--- config.mk ---
export PLATFORM = sky130hd
export DESIGN_NAME = laplace_scan_ctrl
export DESIGN_NICKNAME = d
export VERILOG_FILES = /design/src/rtl/laplace_scan_ctrl.sv
export SDC_FILE = /design/constraint.sdc
export NUM_CORES = 1
export LEC_CHECK = 0
export BUFFER_PORTS_ARGS = -buffer_cell sky130_fd_sc_hd__buf_2
export CAP_MARGIN = 20
export CELL_PAD_IN_SITES_DETAIL_PLACEMENT = 0
export CELL_PAD_IN_SITES_GLOBAL_PLACEMENT = 1
export CORE_AREA = 5 5 87 169
export DETAILED_ROUTE_END_ITERATION = 6
export DIE_AREA = 0 0 92 174
export PLACE_DENSITY_LB_ADDON = 0.25
export SYNTH_ARGS = -nofsm -noshare
export SYNTH_HDL_FRONTEND = slang
export SYNTH_SLANG_ARGS = --single-unit
export TNS_END_PERCENT = 100
--- constraint.sdc ---
create_clock -name clk -period 3.89 [get_ports clk]
set_input_delay 0 -clock clk [delete_from_list [all_inputs] [get_ports clk]]
set_output_delay 0 -clock clk [all_outputs]
set_load 0.05 [all_outputs]
--- src/rtl/laplace_scan_ctrl.sv ---
// Frame sequencer for the 5-point Laplacian filter: scans the interior pixels of a
// row-major image, fetches the N/W/C/E/S taps and streams the filtered result out.
module laplace_scan_ctrl #(
    parameter int ROWS   = 512,
    parameter int COLS   = 512,
    parameter int ADDR_W = 18
) (
    input  logic              clk,
    input  logic              rst,
    input  logic              start,
    output logic              busy,
    output logic              done,
    output logic              rd_en,
    output logic [ADDR_W-1:0] rd_addr,
    input  logic [7:0]        rd_data,
    output logic [7:0]        b,
    output logic [7:0]        d,
    output logic [7:0]        e,
    output logic [7:0]        f,
    output logic [7:0]        h,
    input  logic [8:0]        s,
    output logic              wr_en,
    output logic [ADDR_W-1:0] wr_addr,
    output logic [7:0]        wr_data,
    input  logic              wr_ready
);

    localparam int RW = $clog2(ROWS);
    localparam int CW = $clog2(COLS);

    localparam logic [RW-1:0]     ROW_LAST = RW'(ROWS - 3);
    localparam logic [CW-1:0]     COL_LAST = CW'(COLS - 3);
    localparam logic [ADDR_W-1:0] OFS_N    = ADDR_W'(1);
    localparam logic [ADDR_W-1:0] OFS_W    = ADDR_W'(COLS);
    localparam logic [ADDR_W-1:0] OFS_C    = ADDR_W'(COLS + 1);
    localparam logic [ADDR_W-1:0] OFS_E    = ADDR_W'(COLS + 2);
    localparam logic [ADDR_W-1:0] OFS_S    = ADDR_W'(2 * COLS + 1);

    typedef enum logic [3:0] {IDLE, F0, F1, F2, F3, F4, LAST, WR, DONE} state_t;

    state_t            state, state_n;
    logic [RW-1:0]     row;
    logic [CW-1:0]     col;
    logic [ADDR_W-1:0] base;    // row*COLS + col, tracked incrementally to avoid a multiplier
    logic              last_pix;
    logic              unused_s8;

    assign last_pix  = (row == ROW_LAST) && (col == COL_LAST);
    assign wr_data   = wr_en ? s[7:0] : 8'd0;
    assign unused_s8 = s[8];

    // NOTE: every output of this block gets a default before the case so no path leaves a latch.
    always_comb begin
        state_n = state;
        busy    = 1'b0;
        done    = 1'b0;
        rd_en   = 1'b0;
        rd_addr = '0;
        wr_en   = 1'b0;
        case (state)
            IDLE: if (start) state_n = F0;
            F0:   begin busy = 1'b1; rd_en = 1'b1; rd_addr = base + OFS_N; state_n = F1; end
            F1:   begin busy = 1'b1; rd_en = 1'b1; rd_addr = base + OFS_W; state_n = F2; end
            F2:   begin busy = 1'b1; rd_en = 1'b1; rd_addr = base + OFS_C; state_n = F3; end
            F3:   begin busy = 1'b1; rd_en = 1'b1; rd_addr = base + OFS_E; state_n = F4; end
            F4:   begin busy = 1'b1; rd_en = 1'b1; rd_addr = base + OFS_S; state_n = LAST; end
            LAST: begin busy = 1'b1; state_n = WR; end
            WR: begin
                busy  = 1'b1;
                wr_en = 1'b1;
                if (wr_ready) state_n = last_pix ? DONE : F0;
            end
            DONE:    begin done = 1'b1; state_n = IDLE; end
            default: state_n = IDLE;
        endcase
    end

    // NOTE: sequential state uses non-blocking assignments so all registers update from pre-edge values.
    always_ff @(posedge clk) begin
        if (rst) begin
            state   <= IDLE;
            row     <= '0;
            col     <= '0;
            base    <= '0;
            wr_addr <= '0;
            b       <= '0;
            d       <= '0;
            e       <= '0;
            f       <= '0;
            h       <= '0;
        end else begin
            state <= state_n;
            case (state)
                // Each tap arrives one cycle after its read was issued.
                F1:   b <= rd_data;
                F2:   d <= rd_data;
                F3:   e <= rd_data;
                F4:   f <= rd_data;
                LAST: h <= rd_data;
                WR: begin
                    if (wr_ready && !last_pix) begin
                        wr_addr <= wr_addr + ADDR_W'(1);
                        if (col == COL_LAST) begin
                            col  <= '0;
                            row  <= row + RW'(1);
                            base <= base + ADDR_W'(3);
                        end else begin
                            col  <= col + CW'(1);
                            base <= base + ADDR_W'(1);
                        end
                    end
                end
                DONE: begin
                    row     <= '0;
                    col     <= '0;
                    base    <= '0;
                    wr_addr <= '0;
                end
                default: ;
            endcase
        end
    end

endmodule

==> impl_table.tex <==
\begin{tabular}{lr}
\hline
Metric & Value \\
\hline
\multicolumn{2}{l}{\textbf{Floorplan}} \\
I/O Pins & 109 \\
Initial standard-cell utilization of the core & 41.5\% \\
Vertical die dimension & 174 um \\
Total Die Area & 16000 um\^{}2 \\
Die X-Extent & 92 um \\
Area of the placeable core & 13400 um\^{}2 \\
Row Count & 60 \\
\multicolumn{2}{l}{\textbf{Placement}} \\
I/O Buffers & 107 \\
Final weighted congestion in routability-driven placement & 0.943 \\
HPWL after detailed placement & 13700 um \\
\multicolumn{2}{l}{\textbf{STA}} \\
RSZ-0062 raised after global routing & no \\
Number of max-slew violations in the final report & 0 \\
Number of hold violations in the final report & 0 \\
Maximum clock skew at final layout & 0.0109 ns \\
Max Clk Rate & 285 MHz \\
Worst Max-Slew Pin Slew & 0.993 ns \\
Tmin final & 3.50 ns \\
Share of the clock period used by the worst path after layout & 90.0\% \\
Number of endpoints failing setup at the final stage & 0 \\
Max\_slew headroom & 33.6\% \\
Accumulated negative setup slack & 0 ns \\
\multicolumn{2}{l}{\textbf{Setup path}} \\
Critical path cell sequence & nand2b\_1 > or2\_2 > clkinvlp\_4 > ha\_1 > nand2\_1 > o41ai\_1 > buf\_4 > nand2\_1 > o32ai\_1 > nor2\_1 > o21ai\_0 > buf\_2 \\
Library cell contributing the largest single delay on the critical path & dfxtp\_2 \\
Crit-path leading delay family & simple AND/OR/NAND/NOR gates \\
Startpoint types & flip-flop \\
Buffers plus inverters on the worst setup path & 3 \\
Req. time, crit path & 3.89 ns \\
Register-to-register path setup slack & 1.19 ns \\
Data arrival time of the worst path & 3.50 ns \\
Critical path class & flip-flop to primary output \\
Slowest cell delay on critical path & 0.47 ns \\
Kind of end point of the critical path & primary output \\
Peak fanout along the critical path & 14 \\
Crit-path most repeated cell & nand2\_1 \\
\multicolumn{2}{l}{\textbf{GRT}} \\
Residual overflow from global routing & 0 \\
Antenna violations before repair & 0 \\
Wire length of the first global-routing pass & 29000 um \\
Via count of the first global-routing pass & 5653 \\
Overall routing resource usage & 22.6\% \\
Pin count of the biggest net entering global routing & 60 \\
\multicolumn{2}{l}{\textbf{Clock network}} \\
Total clock buffers created by CTS & 9 \\
Clock latency on the worst-skew pair & 0.35 ns \\
Total clock sinks & 98 \\
Max H-tree Level & 3 \\
Clk Tree Root Cell & clkbuf\_16 \\
TritonCTS clock tree & yes \\
Buffers from clock root to sink, at most & 2 \\
Clk slew on worst S/H paths & 0.07 ns \\
\multicolumn{2}{l}{\textbf{Layout}} \\
Utilization after layout & 48.8\% \\
Diode count & 0 \\
Post-layout nets & 855 \\
Syn-to-layout area delta & 17.6\% \\
Share of layout cells above drive strength 1 & 17.8\% \\
\multicolumn{2}{l}{\textbf{Yosys}} \\
Fraction of the yosys area taken by sequential cells & 35.3\% \\
Cell count after synthesis & 735 \\
Commonest cells post-synth & 113 x nand2\_1, 98 x dfxtp\_1, 81 x a21oi\_1 \\
Area share of the leading cell type in the synthesized netlist & 35.3\% \\
Area of the mapped netlist & 5550 um\^{}2 \\
Yosys synthesis warning count & 0 \\
EDFF count, synth & 0 \\
Async SR Flop Fraction & 0\% \\
Largest cells by area after synthesis & dfxtp\_1 35\%, nand2\_1 7.6\%, a21oi\_1 7.3\% \\
Post-synth top flop & dfxtp\_1 \\
Cell type with the highest aggregate area in the netlist & dfxtp\_1 \\
Count of cell types in the netlist & 63 \\
Register bit total from synthesis & 98 \\
Syn nets & 769 \\
Dominant cell by count in the synthesized netlist & nand2\_1 \\
Mean instance size in the synthesized netlist & 7.55 um\^{}2 \\
\multicolumn{2}{l}{\textbf{Power}} \\
Pwr Density & 339 nW/um\^{}2 \\
Total power after layout & 2.21 mW \\
Worst vdd ir & 0.252 mV \\
Static power due to leakage & 2.57 nW \\
\multicolumn{2}{l}{\textbf{Hold path}} \\
Min-Delay Path Class & input port to flip-flop \\
\multicolumn{2}{l}{\textbf{Drt}} \\
Count of unresolved DRC violations after routing & 0 \\
Routed vias/inst & 5.90 \\
Starting DRT DRC Count & 386 \\
Detailed-route wire length & 18300 um \\
DRT Pass-1 Iters & 6 \\
Antenna-violating nets left & 0 \\
DR WL/cell & 18.7 um \\
Total number of vias & 5791 \\
\multicolumn{2}{l}{\textbf{Outcome}} \\
Status & completed \\
\multicolumn{2}{l}{\textbf{Run}} \\
Max-cap check violation count & 0 \\
\hline
\end{tabular}
flip-flops by register name, indices dropped and copies added, names as in the netlist:
| register | flops |
|---|---|
| h | 8 |
| wr_addr | 18 |
| col | 9 |
| f | 8 |
| base | 18 |
| state | 4 |
| d | 8 |
| e | 8 |
| b | 8 |
| row | 9 |
per-layer routing:
layer  global-route usage, %  wire (um)
met3                    3.42        832
met2                    41.5       9700
met1                    23.9       6800
met5                       0          0
met4                    13.1        985
area by class of cell:
cell class / count / area (um^2)
repair buffers: 123 / 676
flip-flops and latches: 98 / 1970
multi-input cells: 574 / 3340
clock buffers: 9 / 225
clock inverters: 7 / 65.1
well taps: 155 / 194
inverters: 15 / 60.1
fillers: 1370 / 6840
cells by family after synthesis:
| group | share of synthesized area [%] |
|---|---|
| mux | 2.01 |
| flops | 35.3 |
| fa+ha+maj | 2.93 |
| compound gates | 20.1 |
| simple gates | 28.7 |
| buf+inv | 4.60 |
| xor+xnor | 6.31 |
worst min-delay path, stage by stage:
cell and delay [ns]:
buf_2 0.14, nand2b_1 0.12, a21oi_1 0.06
cells in the final DEF, fill, tap and decap left out, types with 10 or more instances in the layout:
cell type and instances:
a21oi_1 81, a31oi_1 11, and2_1 11, and3_1 18, buf_2 107, dfxtp_1 95
ha_1 13, inv_1 14, mux2i_1 10, nand2_1 113, nand3_1 30, nand4_1 22
nor2_1 70, nor3_1 16, o21ai_0 35, xnor2_1 13, xor2_1 27
where the power goes:
part | switching, mW | internal [mW] | leakage [nW]
clock network | 0.449 | 0.455 | 0.147
registers | 0.0192 | 1.02 | 0.792
logic | 0.201 | 0.0719 | 1.63
total | 0.669 | 1.54 | 2.57
through the flow:
| stage | hold WS, ns | std cells | cell area (um^2) | worst slack, ns |
|---|---|---|---|---|
| global route | 0.0412 | 981 | 6530 | 0.0515 |
| finish | 0.0227 | 981 | 6530 | 0.387 |
| global placement | 0.298 | 957 | 6150 | 0.702 |
| detailed placement | 0.300 | 957 | 6150 | 0.594 |
| floorplan | 0.136 | 735 | 5550 | 0.300 |
| CTS | 0.0247 | 981 | 6520 | 0.186 |
path summary, 6_finish.rpt:
| check | startpoint | depth (start not counted) | end |
|---|---|---|---|
| hold / removal | wr_ready | 3 | state[0] |
| hold reg to reg | e[4] | 2 | e[4] |
| setup / recovery | state[3] | 12 | rd_addr[12] |
| setup reg to reg | base[2] | 7 | base[13] |
what timing repair did:
action                     4_1_cts  5_1_grt
resized for setup                0        4
setup buffers                    0        0
hold endpoints to repair        36        0
hold buffers                     8        0
setup endpoints to repair        0        3
Power figures use the tool's default switching activity.
